`config.mk`:
```
export PLATFORM = sky130hd
export DESIGN_NAME = eth_header_parser
export DESIGN_NICKNAME = d
export VERILOG_FILES = /design/src/rtl/packet_defs.sv /design/src/rtl/eth_header_parser.sv
export SDC_FILE = /design/constraint.sdc
export NUM_CORES = 1
export LEC_CHECK = 0
export CAP_MARGIN = 10
export CELL_PAD_IN_SITES_DETAIL_PLACEMENT = 0
export CELL_PAD_IN_SITES_GLOBAL_PLACEMENT = 1
export CORE_MARGIN = 2
export CORE_UTILIZATION = 46
export DETAILED_ROUTE_END_ITERATION = 16
export PLACE_DENSITY = 0.77
export SLEW_MARGIN = 20
export SYNTH_ARGS = -nofsm -noshare
export SYNTH_HDL_FRONTEND = slang
export SYNTH_SLANG_ARGS = --single-unit
```
`constraint.sdc`:
```
create_clock -name clk -period 10.07 [get_ports clk]
set_clock_uncertainty 0.15 [all_clocks]
set_input_delay 2.014 -clock clk [delete_from_list [all_inputs] [get_ports clk]]
set_output_delay 2.014 -clock clk [all_outputs]
set_load 0.1 [all_outputs]
```
`src/rtl/packet_defs.sv`:
```
// Shared L2 header types consumed downstream of the Ethernet header parser.
package packet_defs;

  typedef enum logic [1:0] {
    IPV4 = 2'd0,
    ARP  = 2'd1,
    IPV6 = 2'd2
  } ethertype_e;

  typedef struct packed {
    logic [47:0] dest;
    logic [47:0] source;
    ethertype_e  ethertype;
  } packet_header_t;

endpackage

```
`src/rtl/eth_header_parser.sv`:
```
// Captures the 14-byte L2 header from a framed byte stream, emits one packet_header_t, drains payload.
// Optional ETH_HDR_FILTER_EN: drop frames not addressed to MY_MAC or broadcast (pulses drop_mac).
module eth_header_parser
  import packet_defs::*;
#(
  parameter logic [47:0] MY_MAC = 48'h02_00_00_00_00_01
) (
  input  logic           clk,
  input  logic           rst,
  input  logic [7:0]     in_data,
  input  logic           in_valid,
  input  logic           in_sof,
  input  logic           in_eof,
  output logic           in_ready,
  output packet_header_t hdr,
  output logic           hdr_valid,
  input  logic           hdr_ready,
  output logic           err_runt,
  output logic           err_type,
  output logic           err_sof
`ifdef ETH_HDR_FILTER_EN
  ,
  output logic           drop_mac
`endif
);

  typedef enum logic [1:0] {IDLE, HDR, HOLD, SKIP} state_e;

  state_e         state_q;
  logic [3:0]     cnt_q;
  logic [95:0]    addr_q;
  logic [7:0]     type_hi_q;
  logic           eof_seen_q;
  packet_header_t hdr_q;
  logic           hdr_valid_q;
  logic           err_runt_q;
  logic           err_type_q;
  logic           err_sof_q;

  logic           xfer;
  logic [15:0]    etype_d;
  logic           type_ok_d;
  ethertype_e     et_d;
  logic           mac_ok_d;

  assign in_ready  = (state_q != HOLD);
  assign xfer      = in_valid && in_ready;
  assign hdr       = hdr_q;
  assign hdr_valid = hdr_valid_q;
  assign err_runt  = err_runt_q;
  assign err_type  = err_type_q;
  assign err_sof   = err_sof_q;
  assign etype_d   = {type_hi_q, in_data};

  always_comb begin
    type_ok_d = 1'b1;
    et_d      = IPV4;
    case (etype_d)
      16'h0800: et_d = IPV4;
      16'h0806: et_d = ARP;
      16'h86DD: et_d = IPV6;
      default:  type_ok_d = 1'b0;
    endcase
  end

`ifdef ETH_HDR_FILTER_EN
  logic drop_mac_q;
  assign drop_mac = drop_mac_q;
  // addr_q[95:48] holds the complete destination once byte 12 has arrived
  assign mac_ok_d = (addr_q[95:48] == MY_MAC) || (addr_q[95:48] == 48'hFFFF_FFFF_FFFF);
`else
  logic unused_mac;
  assign unused_mac = ^MY_MAC;
  assign mac_ok_d   = 1'b1;
`endif

  always_ff @(posedge clk or posedge rst) begin
    if (rst) begin
      state_q     <= IDLE;
      cnt_q       <= 4'd0;
      addr_q      <= '0;
      type_hi_q   <= 8'h00;
      eof_seen_q  <= 1'b0;
      hdr_q       <= '0;
      hdr_valid_q <= 1'b0;
      err_runt_q  <= 1'b0;
      err_type_q  <= 1'b0;
      err_sof_q   <= 1'b0;
`ifdef ETH_HDR_FILTER_EN
      drop_mac_q  <= 1'b0;
`endif
    end else begin
      err_runt_q <= 1'b0;
      err_type_q <= 1'b0;
      err_sof_q  <= 1'b0;
`ifdef ETH_HDR_FILTER_EN
      drop_mac_q <= 1'b0;
`endif
      case (state_q)
        IDLE: begin
          if (xfer && in_sof) begin
            if (in_eof) begin
              err_runt_q <= 1'b1;
            end else begin
              addr_q  <= {addr_q[87:0], in_data};
              cnt_q   <= 4'd1;
              state_q <= HDR;
            end
          end
        end
        HDR: begin
          if (xfer) begin
            if (in_sof) begin
              err_sof_q <= 1'b1;
              addr_q    <= {addr_q[87:0], in_data};
              cnt_q     <= 4'd1;
            end else if (cnt_q == 4'd13) begin
              cnt_q <= 4'd0;
              if (!mac_ok_d) begin
`ifdef ETH_HDR_FILTER_EN
                drop_mac_q <= 1'b1;
`endif
                state_q <= in_eof ? IDLE : SKIP;
              end else if (!type_ok_d) begin
                err_type_q <= 1'b1;
                state_q    <= in_eof ? IDLE : SKIP;
              end else begin
                hdr_q.dest      <= addr_q[95:48];
                hdr_q.source    <= addr_q[47:0];
                hdr_q.ethertype <= et_d;
                hdr_valid_q     <= 1'b1;
                eof_seen_q      <= in_eof;
                state_q         <= HOLD;
              end
            end else if (in_eof) begin
              err_runt_q <= 1'b1;
              cnt_q      <= 4'd0;
              state_q    <= IDLE;
            end else begin
              if (cnt_q == 4'd12) type_hi_q <= in_data;
              else                addr_q    <= {addr_q[87:0], in_data};
              cnt_q <= cnt_q + 4'd1;
            end
          end
        end
        HOLD: begin
          if (hdr_ready) begin
            hdr_valid_q <= 1'b0;
            state_q     <= eof_seen_q ? IDLE : SKIP;
          end
        end
        SKIP: begin
          if (xfer) begin
            if (in_sof) begin
              err_sof_q <= 1'b1;
              addr_q    <= {addr_q[87:0], in_data};
              cnt_q     <= 4'd1;
              state_q   <= HDR;
            end else if (in_eof) begin
              state_q <= IDLE;
            end
          end
        end
        default: state_q <= IDLE;
      endcase
    end
  end

endmodule
```
==> results.txt <==
- Run status: finished clean
- Post-synth top area cell: dfrtp_1
- During synthesis, Yosys emitted a total of 0 warnings.
- Leaving out filler cells and counting taps, the final layout contains 887.
* First-pass DRT Iterations: 4
* Static leakage: 4.80 nW
* Net count reported at finish: 659
- Summing every instance area after synthesis gives 8360 um^2.
- Die Span X: 139 um
* Final number of hold-violating endpoints: 0
* Share of layout cells above drive strength 1: 32.7%
- The via count of the first global-routing pass is 5011.
- Count of clock tree sinks: 213
* Worst Setup Path Type: primary input to flop
* Required time of the critical path: 10.29 ns
* DR WL/cell: 17.3 um
- Time the final worst path needs with I/O delays and setup: 5.08 ns
- In this run the tightest slew margin relative to its limit is 30.6%.
- Once the clock tree was built, the resizer swapped 0 gates to a different size.
- Summing over every cut layer, the via total after detailed routing is 4650.
* Clock tree from TritonCTS: done
- Summed over its instances, the top area cell type makes up 63.8% of the synthesized netlist area.
* Floorplan die area: 19300 um^2
- Total I/O pin count: 117
- Setup violations remaining at the end of the flow were counted as 0.
- Per-instance average area after synthesis: 16.0 um^2
* Buffer levels on the longest clock path: 3
- Detailed Route WL: 15300 um
- Final total negative setup slack: 0 ns
- Dividing total power by cell area gives a power density of 228 nW/um^2.
- In this run, synthesis inferred 0 flip-flops with an integrated enable.
- GRT Total Usage: 16.3%
* Clock Pin Slew Worst Setup and Hold Paths: 0.06 ns
- Met3 wirelength from detailed routing: 808 um
- Setup repair after global routing left no endpoint under its margin.
- Buffers inserted to repair hold after CTS numbered 0.
- The number of nets handed over by synthesis was 540.
* Layout overhead on the synthesized area: 24.5%
- For this configuration, the core starts out at a cell density of 46.7%.
- Number of placed instances with taps included: 847
* Transition time of the tightest slew-check pin: 1.04 ns
- Pins Over Slew Limit: 0
- Fmax: 197 MHz
- Measured along the y axis, the die boundary spans 139 um.
* Number of antenna violations at the first check in global routing: 0
- Critical path arrival: 5.30 ns
- H-tree levels: 1
- In this run the tool buffered the top-level ports with 116 buffer cells.
- Clock latency on the worst-skew pair, taken at its later pin, is 0.49 ns.
- Global placer's final weighted congestion: 0.782
- The design draws 2.37 mW.
* Cell count after synthesis: 523
* Remaining number of nets flagged by the antenna check after routing: 0
- First-pass GRT wire length: 26100 um
- In the routed design, unresolved DRC markers number 0.
- CP startpoint kind: primary input
* Async set-reset flop share out of synthesis: 100%
- Once the clock tree was built, the setup fixing pass inserted 0 buffers.
* Cell at the root of the clock tree: clkbuf_16
- Type of element capturing the critical path: flop
- Once layout is complete, the utilization of the core stands at 58.1%.
* Most frequently used cell type in the post-synthesis netlist: dfrtp_1
- Worst ir drop on vdd: 139 uV
- Sorting the synthesized cells by area gives the leading types as dfrtp_1 64%, mux2_2 22%, mux2_1 5.0%.
- Synth top cells by count: 213 x dfrtp_1, 166 x mux2_2, 37 x mux2_1
- Top metal layer carrying routed signals: met4
- After detailed routing, the number of vias per cell comes to 5.24.
- Wire segments on met2 add up to 7320 um in the final route.
- Site row count: 49
- Along the worst path, the maximum fanout reaches 53.
- Final critical-path share of the clock period: 50.5%
* #FFs+latches synth: 213
* Unique cell type count in the Yosys netlist: 42
- Gr ovfl total: 0
- Core Footprint: 17900 um^2
- Starting DRT DRC Count: 192
* Number of max-cap violations: 0
- Maximum number of pins on one net before global-route repair: 130
* Met1 Wirelength: 6890 um
* Worst Hold Class: flop to flop
- Dpl hpwl: 10000 um
- Antenna Diode Count: 0
* Top_reg_cell synth: dfrtp_1
- After synthesis, flip-flops and latches occupy 63.8% of the total area.
- Total CTS buffers: 22
-- per-stage QoR --
| step | area, um^2 | worst slack (ns) | hold slack, ns |
|---|---|---|---|
| global placement | 9670 | 4.54 | 0.319 |
| floorplan | 8360 | 2.08 | 0.320 |
| detailed placement | 9670 | 4.48 | 0.324 |
| global route | 10400 | 4.81 | 0.356 |
| CTS | 10400 | 4.98 | 0.338 |
| finish | 10400 | 4.99 | 0.334 |
-- power breakdown --
group          switching [mW]  leakage (nW)  internal [mW]
clock network           0.318         0.360          0.482
logic                   0.139          1.65          0.221
registers               0.155          2.79           1.06
-- logic make-up after synthesis --
group | count (synthesis) | synth area share [%]
flops | 213 | 63.8
mux | 205 | 27.6
simple gates | 41 | 3.10
buf+inv | 31 | 2.50
compound gates | 29 | 2.51
fa+ha+maj | 3 | 0.449
xor+xnor | 1 | 0.105
-- cell type report --
type / instances / area [um^2]
timing repair buffer: 119 / 1190
clock buffer: 33 / 663
multi-input combinational: 279 / 2840
sequential: 213 / 5330
inverter: 7 / 33.8
clock inverter: 7 / 66.3
tap: 229 / 287
fill: 1428 / 7490
-- worst max-delay path: stages --
cell,delay (ns)
clkdlybuf4s50_1,0.46
or4_4,0.57
nor4_2,0.44
o21a_4,0.61
buf_4,0.68
mux2_2,0.42
-- state kept, by name (all words and copies together), names as in the netlist --
register / count
eof_seen_q: 1
err_sof: 1
addr_q: 96
hdr_valid: 1
type_hi_q: 8
hdr: 98
state_q: 2
cnt_q: 4
err_runt: 1
err_type: 1
-- per-layer routing --
metal / track usage, % / up-vias
li1: - / 2117
met1: 22.8 / 2405
met2: 26.0 / 103
met3: 3.90 / 25
met4: 4.31 / 0
met5: 0 / -
-- cell usage in the layout, fill, tap and decap left out, types with 3 or more instances in the layout --
cell / n
clkinv_2: 4
a21oi_1: 3
nor2_1: 6
inv_1: 6
a22o_1: 3
o211ai_1: 3
o21ai_0: 6
mux2_2: 166
nand2_1: 7
nor3_1: 3
clkdlybuf4s50_1: 116
clkbuf_16: 23
clkbuf_1: 5
nand3_1: 5
ha_1: 3
mux2_1: 37
dfrtp_1: 213
nor2b_1: 3
clkbuf_8: 5
-- path summary, 6_finish.rpt --
path	end	slack (ns)	startpoint	cells past startpoint
worst max-delay path	hdr[11]	4.99	in_data[0]	6
worst min-delay path	hdr[22]	0.33	hdr[22]	1
worst max register to register	hdr[11]	6.60	type_hi_q[4]	5
worst min register to register	hdr[22]	0.33	hdr[22]	1
max in group asynchronous	addr_q[87]	6.55	rst	3
min in group asynchronous	err_sof	1.93	rst	2
Power figures use the tool's default switching activity.
